`config.mk`:
```
export PLATFORM = sky130hd
export DESIGN_NAME = wb_bram_arbiter
export DESIGN_NICKNAME = d
export VERILOG_FILES = /design/src/rtl/wb_bram_arbiter_pkg.sv /design/src/rtl/wb_bram_arb_rr.sv /design/src/rtl/wb_bram_arbiter.sv
export SDC_FILE = /design/constraint.sdc
export NUM_CORES = 1
export LEC_CHECK = 0
export CORE_MARGIN = 4
export CORE_UTILIZATION = 18
export DETAILED_ROUTE_END_ITERATION = 10
export GPL_TIMING_DRIVEN = 1
export PLACE_DENSITY = 0.8
export SYNTH_ARGS = -nofsm -noshare
export SYNTH_HDL_FRONTEND = slang
export SYNTH_SLANG_ARGS = --single-unit
```
`constraint.sdc`:
```
create_clock -name clk -period 1.35 [get_ports clk]
set_input_delay 0.2025 -clock clk [delete_from_list [all_inputs] [get_ports clk]]
set_output_delay 0.2025 -clock clk [all_outputs]
set_load 0.01 [all_outputs]
```
`src/rtl/wb_bram_arbiter_pkg.sv`:
```
// Shared definitions for the two-master Wishbone BRAM arbiter: FSM state
// encoding, grant encodings, last-served codes and a state-to-grant helper.
// The state encoding equals the one-hot grant, so gnt_o is the state register.
package wb_bram_arbiter_pkg;

    typedef enum logic [1:0] {
        ST_IDLE = 2'b00,
        ST_GNT0 = 2'b01,
        ST_GNT1 = 2'b10
    } arb_state_e;

    localparam logic [1:0] GNT_NONE = 2'b00;
    localparam logic [1:0] GNT_M0   = 2'b01;
    localparam logic [1:0] GNT_M1   = 2'b10;

    // Identity of the master that most recently released the bus
    localparam logic LAST_M0 = 1'b0;
    localparam logic LAST_M1 = 1'b1;

    function automatic logic [1:0] state_to_gnt(input arb_state_e st);
        logic [1:0] g;
        case (st)
            ST_GNT0: g = GNT_M0;
            ST_GNT1: g = GNT_M1;
            default: g = GNT_NONE;
        endcase
        return g;
    endfunction

endpackage

```
`src/rtl/wb_bram_arb_rr.sv`:
```
// Round-robin next-grant logic for the Wishbone BRAM arbiter. Pure
// combinational: from both cyc requests, the current state and the
// last-served master it produces the next state and next last-served.
// A grant is only given up when its master drops cyc at a clock edge.
module wb_bram_arb_rr
    import wb_bram_arbiter_pkg::*;
(
    input  logic       cyc0,
    input  logic       cyc1,
    input  arb_state_e state,
    input  logic       last,
    output arb_state_e next_state,
    output logic       next_last
);

    // Next grant: ties in IDLE go to the master not served last; handover is direct
    always_comb begin
        next_state = state;
        next_last  = last;
        case (state)
            ST_IDLE: begin
                if (cyc0 && cyc1) begin
                    next_state = (last == LAST_M1) ? ST_GNT0 : ST_GNT1;
                end else if (cyc0) begin
                    next_state = ST_GNT0;
                end else if (cyc1) begin
                    next_state = ST_GNT1;
                end
            end
            ST_GNT0: begin
                if (!cyc0) begin
                    next_last  = LAST_M0;
                    next_state = cyc1 ? ST_GNT1 : ST_IDLE;
                end
            end
            ST_GNT1: begin
                if (!cyc1) begin
                    next_last  = LAST_M1;
                    next_state = cyc0 ? ST_GNT0 : ST_IDLE;
                end
            end
            default: next_state = ST_IDLE;
        endcase
    end

endmodule

```
`src/rtl/wb_bram_arbiter.sv`:
```
// Two-master, one-slave Wishbone B3 classic arbiter in front of the BRAM port.
// m0 is the CPU core, m1 the DMA/debug master. The grant is registered, held
// for the whole CYC and rotated round-robin on release.
// Handshake: a transfer completes at the rising edge where the granted master
// has cyc&stb high and the slave returns ack; ack/err/dat go only to the
// granted master, the other sees zeros and simply waits with its cyc high.
// Optional macro WB_ARB_TIMEOUT_EN adds a slave-ack watchdog that answers a
// stalled transfer with a one-cycle err after TIMEOUT wait cycles.
module wb_bram_arbiter
    import wb_bram_arbiter_pkg::*;
#(
    parameter int AW      = 16,
    parameter int DW      = 16,
    parameter int TIMEOUT = 255
) (
    input  logic            clk,
    input  logic            rst_n,
    input  logic            m0_cyc_i,
    input  logic            m0_stb_i,
    input  logic            m0_we_i,
    input  logic [DW/8-1:0] m0_sel_i,
    input  logic [AW-1:0]   m0_adr_i,
    input  logic [DW-1:0]   m0_dat_i,
    output logic [DW-1:0]   m0_dat_o,
    output logic            m0_ack_o,
    output logic            m0_err_o,
    input  logic            m1_cyc_i,
    input  logic            m1_stb_i,
    input  logic            m1_we_i,
    input  logic [DW/8-1:0] m1_sel_i,
    input  logic [AW-1:0]   m1_adr_i,
    input  logic [DW-1:0]   m1_dat_i,
    output logic [DW-1:0]   m1_dat_o,
    output logic            m1_ack_o,
    output logic            m1_err_o,
    output logic            s_cyc_o,
    output logic            s_stb_o,
    output logic            s_we_o,
    output logic [DW/8-1:0] s_sel_o,
    output logic [AW-1:0]   s_adr_o,
    output logic [DW-1:0]   s_dat_o,
    input  logic [DW-1:0]   s_dat_i,
    input  logic            s_ack_i,
    output logic [1:0]      gnt_o,
    output logic [1:0]      dbg_state
);

    arb_state_e state;
    arb_state_e next_state;
    logic       last;
    logic       next_last;
    logic       sel0;
    logic       sel1;
    logic       timeout_hit;

    wb_bram_arb_rr u_rr (
        .cyc0       (m0_cyc_i),
        .cyc1       (m1_cyc_i),
        .state      (state),
        .last       (last),
        .next_state (next_state),
        .next_last  (next_last)
    );

    // Grant state and last-served master; reset leaves m0 winning the first tie
    always_ff @(posedge clk or negedge rst_n) begin
        if (!rst_n) begin
            state <= ST_IDLE;
            last  <= LAST_M1;
        end else begin
            state <= next_state;
            last  <= next_last;
        end
    end

    assign sel0      = (state == ST_GNT0);
    assign sel1      = (state == ST_GNT1);
    assign gnt_o     = state_to_gnt(state);
    assign dbg_state = state;

`ifdef WB_ARB_TIMEOUT_EN
    localparam int CW_RAW = $clog2(TIMEOUT + 1);
    localparam int CW     = (CW_RAW < 8) ? 8 : CW_RAW;

    logic [CW-1:0] wait_cnt;

    assign timeout_hit = (wait_cnt == CW'(TIMEOUT));

    // Counts cycles a strobed transfer waits for ack; restarts on any progress
    always_ff @(posedge clk or negedge rst_n) begin
        if (!rst_n) begin
            wait_cnt <= '0;
        end else if (timeout_hit || (next_state != state) || !s_stb_o || s_ack_i) begin
            wait_cnt <= '0;
        end else begin
            wait_cnt <= wait_cnt + CW'(1);
        end
    end

    assign m0_err_o = sel0 & timeout_hit;
    assign m1_err_o = sel1 & timeout_hit;
`else
    logic [31:0] unused_timeout;

    assign unused_timeout = TIMEOUT;
    assign timeout_hit    = 1'b0;
    assign m0_err_o       = 1'b0;
    assign m1_err_o       = 1'b0;
`endif

    // Slave side follows the granted master; idle and timeout cycles present nothing
    always_comb begin
        s_cyc_o = 1'b0;
        s_stb_o = 1'b0;
        s_we_o  = 1'b0;
        s_sel_o = '0;
        s_adr_o = '0;
        s_dat_o = '0;
        if (sel0) begin
            s_cyc_o = m0_cyc_i;
            s_stb_o = m0_stb_i;
            s_we_o  = m0_we_i;
            s_sel_o = m0_sel_i;
            s_adr_o = m0_adr_i;
            s_dat_o = m0_dat_i;
        end else if (sel1) begin
            s_cyc_o = m1_cyc_i;
            s_stb_o = m1_stb_i;
            s_we_o  = m1_we_i;
            s_sel_o = m1_sel_i;
            s_adr_o = m1_adr_i;
            s_dat_o = m1_dat_i;
        end
        if (timeout_hit) begin
            s_cyc_o = 1'b0;
            s_stb_o = 1'b0;
        end
    end

    assign m0_ack_o = sel0 & s_ack_i & ~timeout_hit;
    assign m1_ack_o = sel1 & s_ack_i & ~timeout_hit;
    assign m0_dat_o = sel0 ? s_dat_i : '0;
    assign m1_dat_o = sel1 ? s_dat_i : '0;

endmodule
```
* Yosys cells after proc, flatten, opt, wreduce, memory -nomap -nowiden
Index checks and enable logic that the tools add are counted.
** Storage, ports and cells
- Flip-flop bits (word level) :: 3
- Input bits :: 93
- Word-level logic and storage cells :: 41
- Output and inout port bits :: 77
** Operators by class
- Multiplexer cells :: 27
- Equal/unequal tests :: 5
- Bitwise gates (word level) :: 2
- Reductions and logical operators :: 5
** Operators with widths (count)
- $mux 16 :: 6
- $mux 2 :: 9
- $mux 1 :: 9
- $pmux 2 s3 :: 1
- $reduce_and 3->1 :: 2
- $ne 2x2->1 const B :: 2
- $ne 4x3->1 const B :: 1
- $pmux 2 s2 :: 1
- $and 1x1->1 :: 2
- $eq 2x1->1 const B :: 1
- $eq 2x2->1 const B :: 1
- $logic_not 2->1 :: 1
- $pmux 1 s2 :: 1
- $reduce_bool 2->1 :: 1
- $logic_and 1x1->1 :: 1

* Longest topological paths before layout
Gate-level depths: netlist (run 1).
- Depth after elaboration :: 4
- Gate-level depth with buffers :: 4
- Mapped depth without buffers :: 3

* Hierarchy
A second synthesis (run 1) with hierarchy kept.
** Second synthesis, totals
- Cells, all modules :: 117
- Area, all modules :: 935.9 um^2
** By module, submodules not included
- wb_bram_arbiter :: area an instance 742.0 um^2, sequential area each 76.3 um^2, cells each 91, instances 1
- wb_bram_arb_rr :: area an instance 193.9 um^2, sequential area each 0.0 um^2, cells each 26, instances 1

* Worst setup path before layout (run 1)
No wires, ideal clock.
- Kind :: flip-flop to output port
- Start point :: register state[1], in the netlist dbg_state[1]
- End point :: output s_adr_o[0]
- Path buffers :: 2
- Data required time :: 1.148 ns
- Arrival :: 1.132 ns
- Stages on the path, launching flop included :: 5
- Path slack :: 0.016 ns
- Path through :: dfrtp_1 nor2b_1 buf_4 buf_6 a22o_1
** Between the ends
- Word-level cells in the longest chain between the ends :: 3
- Elaborated cells on any way between the ends :: 4
- Classes of those cells :: eq/ne: 2; mux: 2
** Ends and longest elaborated chain
- start: declaration :: RTL line wb_bram_arbiter.sv:48 : arb_state_e state;
- start signal: assignment :: RTL line wb_bram_arbiter.sv:71 : state <= next_state;
- $eq 2x2->1 :: RTL line wb_bram_arbiter.sv:77 : assign sel1 = (state == ST_GNT1);
- $mux 16 :: RTL line wb_bram_arbiter.sv:126 : end else if (sel1) begin
- $mux 16 * :: RTL line wb_bram_arbiter.sv:119 : if (sel0) begin
- end: declaration :: RTL line wb_bram_arbiter.sv:40 : output logic [AW-1:0] s_adr_o,
Every way passes the cells marked *; elsewhere a longest branch is shown, timed or not.

* Worst setup path in the final report (run 1)
- Start point :: register state[0], in the netlist dbg_state[0]
- End point :: output s_dat_o[12]
** Between the ends
- Word-level cells in the longest chain between the ends :: 3
- Elaborated cells on any way between the ends :: 4
- Classes of those cells :: eq/ne: 2; mux: 2
** Ends and longest elaborated chain
- $eq 2x2->1 :: RTL line wb_bram_arbiter.sv:77
- $mux 16 :: RTL line wb_bram_arbiter.sv:126
- $mux 16 * :: RTL line wb_bram_arbiter.sv:119
- end: declaration :: RTL line wb_bram_arbiter.sv:41 : output logic [DW-1:0] s_dat_o,
Marks and branches as above.

==> results.py, run 1 <==
metrics = {
    "flow_run": {
        "maxCapViolations": 0,
    },
    "power": {
        "p_int_mw": 1.64,
        "switching_share": 0.378,
        "comb_power_share": 0.835,
        "power_frac_seq": 0.062,
        "vdd_drop_max_mv": 0.867,
        "power.switching_mw": 0.996,
        "clkPwrFrac": 0.103,
        "pwr_density_cell_nw_per_um2": 1000,
        "p_leak_nw": 1.29,
    },
    "cts": {
        "clk_path_buf_depth": 2,
        "cts_sinks": 3,
        "cts_root_buf": "clkbuf_8",
        "cts_hold_buf": 0,
        "htreeDepth": 1,
        "tritoncts": "yes",
        "numCtsBuffers": 3,
        "insertion_delay_ns": 0.22,
        "clk_pin_slew_ns": 0.03,
    },
    "synthesis": {
        "ys_warn_count": 0,
        "synth_area_leaders": "a22o_1, and2_1, buf_6",
        "synth-seq-cells": 3,
        "synth_top_area_frac": 0.408,
        "yosys.area.top_type": "a22o_1",
        "synth-seq-area-share": 0.0961,
        "syn_inst": 101,
        "synthesis.area_sq_um": 795,
        "synth_cell_types": 15,
        "postSynthAreaPerCell_sq_um": 7.87,
    },
    "finish": {
        "fin_nets": 380,
        "final_area_sq_um": 2640,
        "syn2layout_area_growth_pct": 232,
        "final_util": 0.636,
        "layoutNonFillerInstCount": 336,
        "n_antenna_cell": 0,
        "fillers": 380,
        "drive_gt1_frac": 0.423,
    },
    "floorplanning": {
        "io_pins": 170,
        "chipHeight_microns": 74.4,
        "fp-row-count": 23,
        "dieWidth_microns": 74.4,
        "die_area_sq_um": 5540,
        "core_area_sq_um": 4140,
        "start_util": 0.192,
    },
    "grt": {
        "grt_pass1_wl_microns": 6410,
        "grt_usage": 0.149,
        "grt_overflow": 0,
        "antenna_found_initial": 0,
        "first_global_vias": 1336,
        "grt_max_degree": 32,
    },
    "sta": {
        "fin_crit_ns": 1.72,
        "setup_viol": 73,
        "post-route-period-util": 1.27,
        "fmax_mhz": 582,
        "hold_viol": 0,
        "layout_setup_ws_ns": -0.368,
        "clock_skew_ns": 0.00155,
        "slew_violations": 0,
        "rsz0062_at_grt": "true",
    },
    "drt": {
        "totalWireLength_microns": 5860,
        "vias": 1545,
        "wire_per_inst_microns": 17.4,
        "via_per_inst": 4.60,
        "drtAntennaViolNets": 0,
        "drt_iter0_markers": 22,
        "drc": 0,
        "firstDrtPassIters": 4,
    },
    "worst_setup_path": {
        "critPathMaxFanout": 6,
        "critPathArrivalTime_ns": 1.52,
        "cp.required_ns": 1.15,
        "worstSetupEndpointType": "output port",
        "r2r_slack_ns": 0.32,
        "r2r_cells": 4,
        "r2r_start": "dbg_state[1]",
        "r2r-end": "dbg_state[1]",
        "path_class": "flop to output port",
        "worstSetupStartpointType": "flop",
    },
    "place": {
        "place_inst": 314,
        "dpl.hpwl_microns": 4140,
        "port_buffers": 167,
        "place_congestion": 0.797,
        "placed_cell_area_sq_um": 2550,
    },
    "outcome": {
        "outcome": "finished with violations",
        "violations": "negative setup slack",
    },
    "hold_path": {
        "hold_path_class": "input pin to asynchronous set/reset pin",
    },
}
## kinds of logic after synthesis
kind of cell,share of synthesized area
buf+inv,0.135
compound gates,0.436
other cells,0.00472
flops,0.0961
simple gates,0.328
## layout by cell type (no fill, tap or decap)
cell type and count:
dfrtp_1 2, o21ai_0 2, buf_12 4, dlygate4sd2_1 2, buf_4 10, nor2_1 2, nand2_1 1, nor2_4 1
and2_1 21, clkbuf_8 3, a22o_1 37, o22ai_1 2, dfstp_2 1, clkbuf_1 1, clkdlybuf4s50_1 92, buf_6 24
nor2b_1 1, inv_2 1, conb_1 2, clkbuf_2 20, buf_2 35, and2_4 15, nor2b_4 1, clkbuf_16 6
## synthesized netlist by cell type
| master | number |
|---|---|
| nor2_4 | 1 |
| buf_6 | 5 |
| buf_4 | 3 |
| conb_1 | 1 |
| o21ai_0 | 2 |
| and2_1 | 36 |
| buf_2 | 5 |
| nor2_1 | 2 |
| nor2b_1 | 2 |
| a22o_1 | 37 |
| inv_2 | 1 |
| dfrtp_1 | 2 |
| nand2_1 | 1 |
| o22ai_1 | 2 |
| dfstp_2 | 1 |
## worst max path at each step
stage	from	end	slack, ns	cells past startpoint
final	dbg_state[0]	s_dat_o[12]	-0.37	7
after global routing	dbg_state[0]	s_sel_o[1]	-0.43	7
after CTS	dbg_state[1]	s_dat_o[14]	-0.56	4
after detailed placement	dbg_state[0]	s_sel_o[1]	-0.38	5
after global placement	dbg_state[0]	s_sel_o[1]	-0.36	5
after floorplan	dbg_state[1]	s_adr_o[0]	0.02	4
## critical path, cell delays in order (launching register included)
cell and delay, ns:
dfrtp_1 0.41, inv_2 0.09, nor2_4 0.05, buf_6 0.13, buf_6 0.12, clkbuf_16 0.14, a22o_1 0.20, buf_2 0.14
## final cells by class
| type | count | area (sq um) | share of cell area |
|---|---|---|---|
| Sequential cell | 3 | 76.3 | 0.0290 |
| Multi-Input combinational cell | 85 | 659 | 0.250 |
| Tap cell | 50 | 62.6 | 0.0237 |
| Inverter | 1 | 3.75 | 0.00142 |
| Timing Repair Buffer | 193 | 1790 | 0.679 |
| Clock buffer | 4 | 45.0 | 0.0171 |
## per-stage QoR
step                      hold slack, ns  total power [mW]  worst slack, ns  setup TNS (ns)
after floorplan                  -0.0931              1.01           0.0160               0
after global placement             0.395              2.19           -0.363          -22.74
after detailed placement           0.399              2.21           -0.382          -23.96
after CTS                          0.165              2.30           -0.564          -26.08
after global routing               0.178              2.79           -0.435          -22.70
final                              0.166              2.64           -0.368          -18.21
## state kept, by name, indices dropped and copies added, names as in the netlist
signal and cells:
dbg_state 2, last 1
## power by group through the flow
stage          sequential (mW)  combinational (mW)  clock (mW)
2_1_floorplan            0.169               0.844           0
3_3_place_gp             0.161                2.03           0
3_5_place_dp             0.163                2.05           0
4_1_cts                  0.163                1.86       0.277
5_1_grt                  0.167                2.34       0.284
6_report                 0.162                2.20       0.272
## repair_timing
item | CTS | global route
endpoints found under the setup margin | 75 | 73
pin swaps | 0 | 38
buffers inserted | 0 | 11
endpoints found under the hold margin | 0 | 0
cloned | 0 | 8
gates resized for setup | 139 | 140
## layer usage
metal	up-vias	share of wire	global-route usage
met5	-	0	0
met4	0	0.0078	0.0296
met3	6	0.11	0.0568
met2	98	0.53	0.299
met1	696	0.34	0.142
li1	745	-	-
(Power assumes the default switching activity.)
==> run 2, diff against run 1 <==
- ABC_CLOCK_PERIOD_IN_PS: not set -> 1350
==> results of run 2 <==
Final layout, timing and power as in run 1 (identical DEF).
==> RTL change 1, RTL diff (settings of run 2) <==
Set the parameter `DW` to 14 (it was 16).
--- a/src/rtl/wb_bram_arbiter.sv
+++ b/src/rtl/wb_bram_arbiter.sv
@@ -12,3 +12,3 @@
     parameter int AW      = 16,
-    parameter int DW      = 16,
+    parameter int DW      = 14,
     parameter int TIMEOUT = 255
Interface: changed (9 resized); port bits go from 170 to 155. The function was not compared with the original's and may differ.
==> RTL change 1 against run 2 <==
The flow still finishes with violations (negative setup slack). Wire length down 6.2%. Synthesized cell count down 6.9%. Utilization up 7.4 points. Area after synthesis down 9.8%. Sequential cell count unchanged. Worst setup slack better by 0.065 ns. Clock power down 3%. Power up 3.3%. Design area up 0.81%. Clock skew down 0.0014 ns. Largest cell class unchanged.
==> RTL change 1: results (changes against run 2) <==
| Metric | Value |
|---|---|
| Register area share after synthesis | `10.6% (+1.0 points)` |
| Largest net degree at the start of global routing | `15 (-53%)` |
| Final nets | `357 (-6.1%)` |
| Pre-antenna DRT Iters | `4 (unchanged)` |
| Reg2reg start | `dbg_state[0]` |
| WP data arrival | `1.45 ns (-0.07 ns)` |
| Top post-synthesis cells by area | `a22o_1 42%, and2_1 28%, buf_4 7.3%` |
| Max reg flops | `2 (unchanged)` |
| I/O Buffers | `152 (-9.0%)` |
| H-Tree Depth | `1 (unchanged)` |
| Gr usage total | `19.4% (+4.6 points)` |
| Via Count | `1,469 (-4.9%)` |
| M1 GR Usage | `21.1% (+7.0 points)` |
| Vias in the first global route | `1,436 (+7.5%)` |
| Final setup viols | `66 (-9.6%)` |
| GP Congestion | `0.913 (+15%)` |
| Clock skew | `0.000195 ns (-0.00136 ns)` |
| WL/cell | `17.2 um (-1.2%)` |
| RR Endpoint | `dbg_state[0]` |
| Met3 usage | `5.82% (+0.15 points)` |
| Met2 GRT Util | `36.5% (+6.6 points)` |
| Outcome | `finished with violations` |
| Detailed Place HPWL | `3.83 mm (-7.3%)` |
| Pre-CTS setup slack | `-0.367 ns (+0.0151 ns)` |
| Total Neg Setup Slack | `-15.49 ns (+2.71 ns)` |
| Lkg Pwr | `1.28 nW (-0.76%)` |
| PnR worst setup slack | `-0.302 ns (+0.0652 ns)` |
| Fin Hold WS | `0.164 ns (-0.00226 ns)` |
| Number of different library cells in the post-synthesis netlist | `14 (-1)` |
| Worst reg2reg path depth | `5 (+1)` |
| Most frequent cells after synthesis | `34 x a22o_1, 32 x and2_1, 7 x buf_4` |
| Failing checks | `negative setup slack` |
| Initial DRC count | `62 (+180%)` |
| CTS Buf Count | `3 (unchanged)` |
| FF-to-FF setup slack | `0.27 ns (-0.05 ns)` |
| Fill cell instance count of the final layout | `292 (-23%)` |
| Maximum vdd ir drop | `0.679 mV (-22%)` |
| Share of layout cells above drive strength 1 | `49.4% (+7.1 points)` |
| Crit-path max FO | `5 (-1)` |
| First-pass GRT wire length | `7.78 mm (+21%)` |
-- RTL change 1: worst max-delay path by stage --
stage | start | to | slack (ns) | cells after the start
5_1_grt | dbg_state[0] | s_dat_o[11] | -0.36 | 6
2_1_floorplan | dbg_state[1] | s_adr_o[0] | 0.05 | 4
3_3_place_gp | dbg_state[0] | s_dat_o[10] | -0.33 | 5
6_report | dbg_state[0] | s_adr_o[7] | -0.30 | 7
4_1_cts | dbg_state[0] | s_adr_o[12] | -0.32 | 6
3_5_place_dp | dbg_state[0] | s_adr_o[12] | -0.37 | 5
-- RTL change 1: repair_timing --
| item | in CTS | in global routing |
|---|---|---|
| cloned | 6 | 1 |
| gates resized for setup | 302 | 58 |
| endpoints found under the setup margin | 68 | 67 |
| setup buffers | 15 | 6 |
| pin swaps | 21 | 23 |
-- RTL change 1: cells by family after synthesis --
family	Yosys count	synth area share, %
AO/OA/AOI/OAI	38	44.7
buffers and inverters	14	12.0
flip-flops	3	10.6
other	1	0.523
AND/OR/NAND/NOR	38	32.1
-- RTL change 1: layer usage --
| metal | vias up | wire length, um |
|---|---|---|
| met5 | - | 0 |
| met4 | 0 | 38 |
| met3 | 4 | 542 |
| met2 | 96 | 2850 |
| met1 | 671 | 2070 |
| li1 | 698 | - |
-- RTL change 1: power by group --
| part | total [mW] | internal [mW] | switching, mW | leakage, nW |
|---|---|---|---|---|
| registers | 0.158 | 0.130 | 0.0279 | 0.0357 |
| logic | 2.30 | 1.42 | 0.877 | 1.22 |
| clock network | 0.265 | 0.202 | 0.0636 | 0.0228 |
-- RTL change 1: critical path, cell delays in order, from the launching register on --
cell and delay (ns):
dfrtp_1 0.39, inv_2 0.09, nor2_4 0.05, buf_12 0.13
buf_16 0.13, buf_6 0.12, a22o_1 0.20, buf_2 0.14
-- RTL change 1: metrics by stage --
| stage | cells | area, sq um |
|---|---|---|
| 2_1_floorplan | 95 | 721 |
| 3_3_place_gp | 291 | 2320 |
| 3_5_place_dp | 291 | 2320 |
| 4_1_cts | 316 | 2440 |
| 5_1_grt | 319 | 2660 |
| 6_report | 319 | 2660 |
-- RTL change 1: cell type report --
class | count | area (sq um) | share of cell area (%)
flip-flops and latches | 3 | 76.3 | 2.87
repair buffers | 185 | 1830 | 68.9
well taps | 48 | 60.1 | 2.26
multi-input cells | 78 | 641 | 24.1
inverters | 1 | 3.75 | 0.141
clock buffers | 4 | 45.0 | 1.69
==> RTL change 2, RTL diff (config.mk and constraints of run 2) <==
Without the edit above. Register the output `dbg_state` once more, cleared by the reset; this adds one clock of latency there. The other outputs are not delayed to match.
--- a/src/rtl/wb_bram_arbiter.sv
+++ b/src/rtl/wb_bram_arbiter.sv
@@ -78,3 +78,9 @@
     assign gnt_o     = state_to_gnt(state);
-    assign dbg_state = state;
+    always_ff @(posedge clk or negedge rst_n) begin
+        if (!rst_n) begin
+            dbg_state <= '0;
+        end else begin
+            dbg_state <= state;
+        end
+    end
 
Formal check against the unedited RTL: not equivalent (a bounded check fails within 4 cycles, from zero or initial values and one cycle with rst_n low).
==> RTL change 2 against run 2 <==
The flow still finishes with violations (negative setup slack). Sequential cell count is 2 higher. Design area is 8.3% higher. Worst setup slack better by 0.033 ns. Via count is 3.6% higher. Area after synthesis is 5.8% higher. Power is 11% higher. Wire length is 5.4% higher. Critical path type unchanged. Largest cell class unchanged. Largest power group unchanged.
==> RTL change 2: results (changes against run 2) <==
| Metric | Value |
|---|---|
| Outcome | `finished with violations` |
| Failing checks | `negative setup slack` |
| Gr usage total | `18.7% (+3.8 points)` |
| PnR worst setup slack | `-0.335 ns (+0.0329 ns)` |
| M1 WL | `2.24 mm (+12%)` |
| Cell Area, Placed | `2570 sq um (+1.1%)` |
| Via Count | `1,600 (+3.6%)` |
| Lkg Pwr | `1.36 nW (+5.7%)` |
| Buffer share of cell area | `68.2% (+0.32 points)` |
| Detailed Place HPWL | `4.30 mm (+4.0%)` |
| P_int | `1.87 mW (+14%)` |
| Worst hold path type | `input pin to asynchronous set/reset pin` |
| Synth-to-layout area growth | `240%` |
| Register area share after synthesis | `15.0% (+5.4 points)` |
| Sequential Area | `128 sq um (+67%)` |
| Routed length on met3 | `564 um (-16%)` |
| Initial DRC count | `33 (+50%)` |
| Synthesized flop and latch total | `5 (+2)` |
| Footprint of the multi-input gates | `667 sq um (+1.1%)` |
| Clock skew | `0.000950 ns (-0.000600 ns)` |
| Top post-synthesis cells by area | `a22o_1 39%, and2_1 27%, dfrtp_1 12%` |
| CP max stage delay | `0.38 ns (-0.03 ns)` |
| Pre-CTS setup slack | `-0.420 ns (-0.0382 ns)` |
| Crit-path max FO | `5 (-1)` |
| Final nets | `386 (+1.6%)` |
| Final setup viols | `73 (unchanged)` |
| Fill cell instance count of the final layout | `397 (+4.5%)` |
| Routed wire length | `6.18 mm (+5.4%)` |
| Routed wl met2 | `3.23 mm (+3.2%)` |
| Largest net degree at the start of global routing | `20 (-38%)` |
| Count of non-CTS buffers in the layout | `197 (+2.1%)` |
| GP Congestion | `0.818 (+2.7%)` |
| Num rows | `24 (+4.3%)` |
| Maximum vdd ir drop | `0.562 mV (-35%)` |
| Number of different library cells in the post-synthesis netlist | `15 (unchanged)` |
| Synthesis Warnings | `0 (unchanged)` |
| Clock buf/inv share | `1.58% (-0.13 points)` |
[RTL change 2: final timing paths]
kind / startpoint / to / slack, ns / cells after the start
max in group asynchronous: rst_n / last / 0.91 / 1
max reg2reg: state[0] / state[0] / 0.22 / 5
min reg2reg: last / last / 0.50 / 2
max: state[1] / s_adr_o[4] / -0.33 / 6
min in group clk: last / last / 0.50 / 2
min: rst_n / dbg_state[0] / 0.20 / 1
[RTL change 2: kinds of logic after synthesis]
| kind of cell | count (synthesis) | synth area share [%] |
|---|---|---|
| AOI/OAI and AO/OA | 41 | 41.2 |
| buffers and inverters | 14 | 12.4 |
| DFF | 5 | 15.0 |
| other | 1 | 0.446 |
| and+or+nand+nor | 42 | 31.0 |
[RTL change 2: timing repair]
action,in CTS,in global routing
gates cloned,6,6
setup endpoints to repair,73,73
pin swaps,4,22
buffers inserted,10,5
gates resized for setup,297,58
[RTL change 2: metal layers]
metal  GRT usage, %  vias up
met4           7.07        0
met1           19.8      732
li1               -      758
met2           35.1      100
met5              0        -
met3           4.73       10
[RTL change 2: power groups by stage]
| stage | clock network (mW) | registers, mW | logic (mW) |
|---|---|---|---|
| floorplan | 0 | 0.246 | 0.837 |
| global placement | 0 | 0.239 | 2.01 |
| detailed placement | 0 | 0.242 | 2.02 |
| CTS | 0.283 | 0.236 | 2.21 |
| global route | 0.293 | 0.245 | 2.56 |
| finish | 0.274 | 0.238 | 2.41 |
[RTL change 2: through the flow]
step / util (%) / hold slack (ns) / setup TNS [ns] / instances
final: 64.2 / 0.197 / -17.46 / 344
after global routing: 64.2 / 0.215 / -22.59 / 344
after CTS: 60.0 / 0.201 / -17.23 / 338
after detailed placement: 57.9 / 0.437 / -27.17 / 318
after global placement: 57.9 / 0.437 / -24.21 / 318
after floorplan: - / -0.0931 / 0 / 104
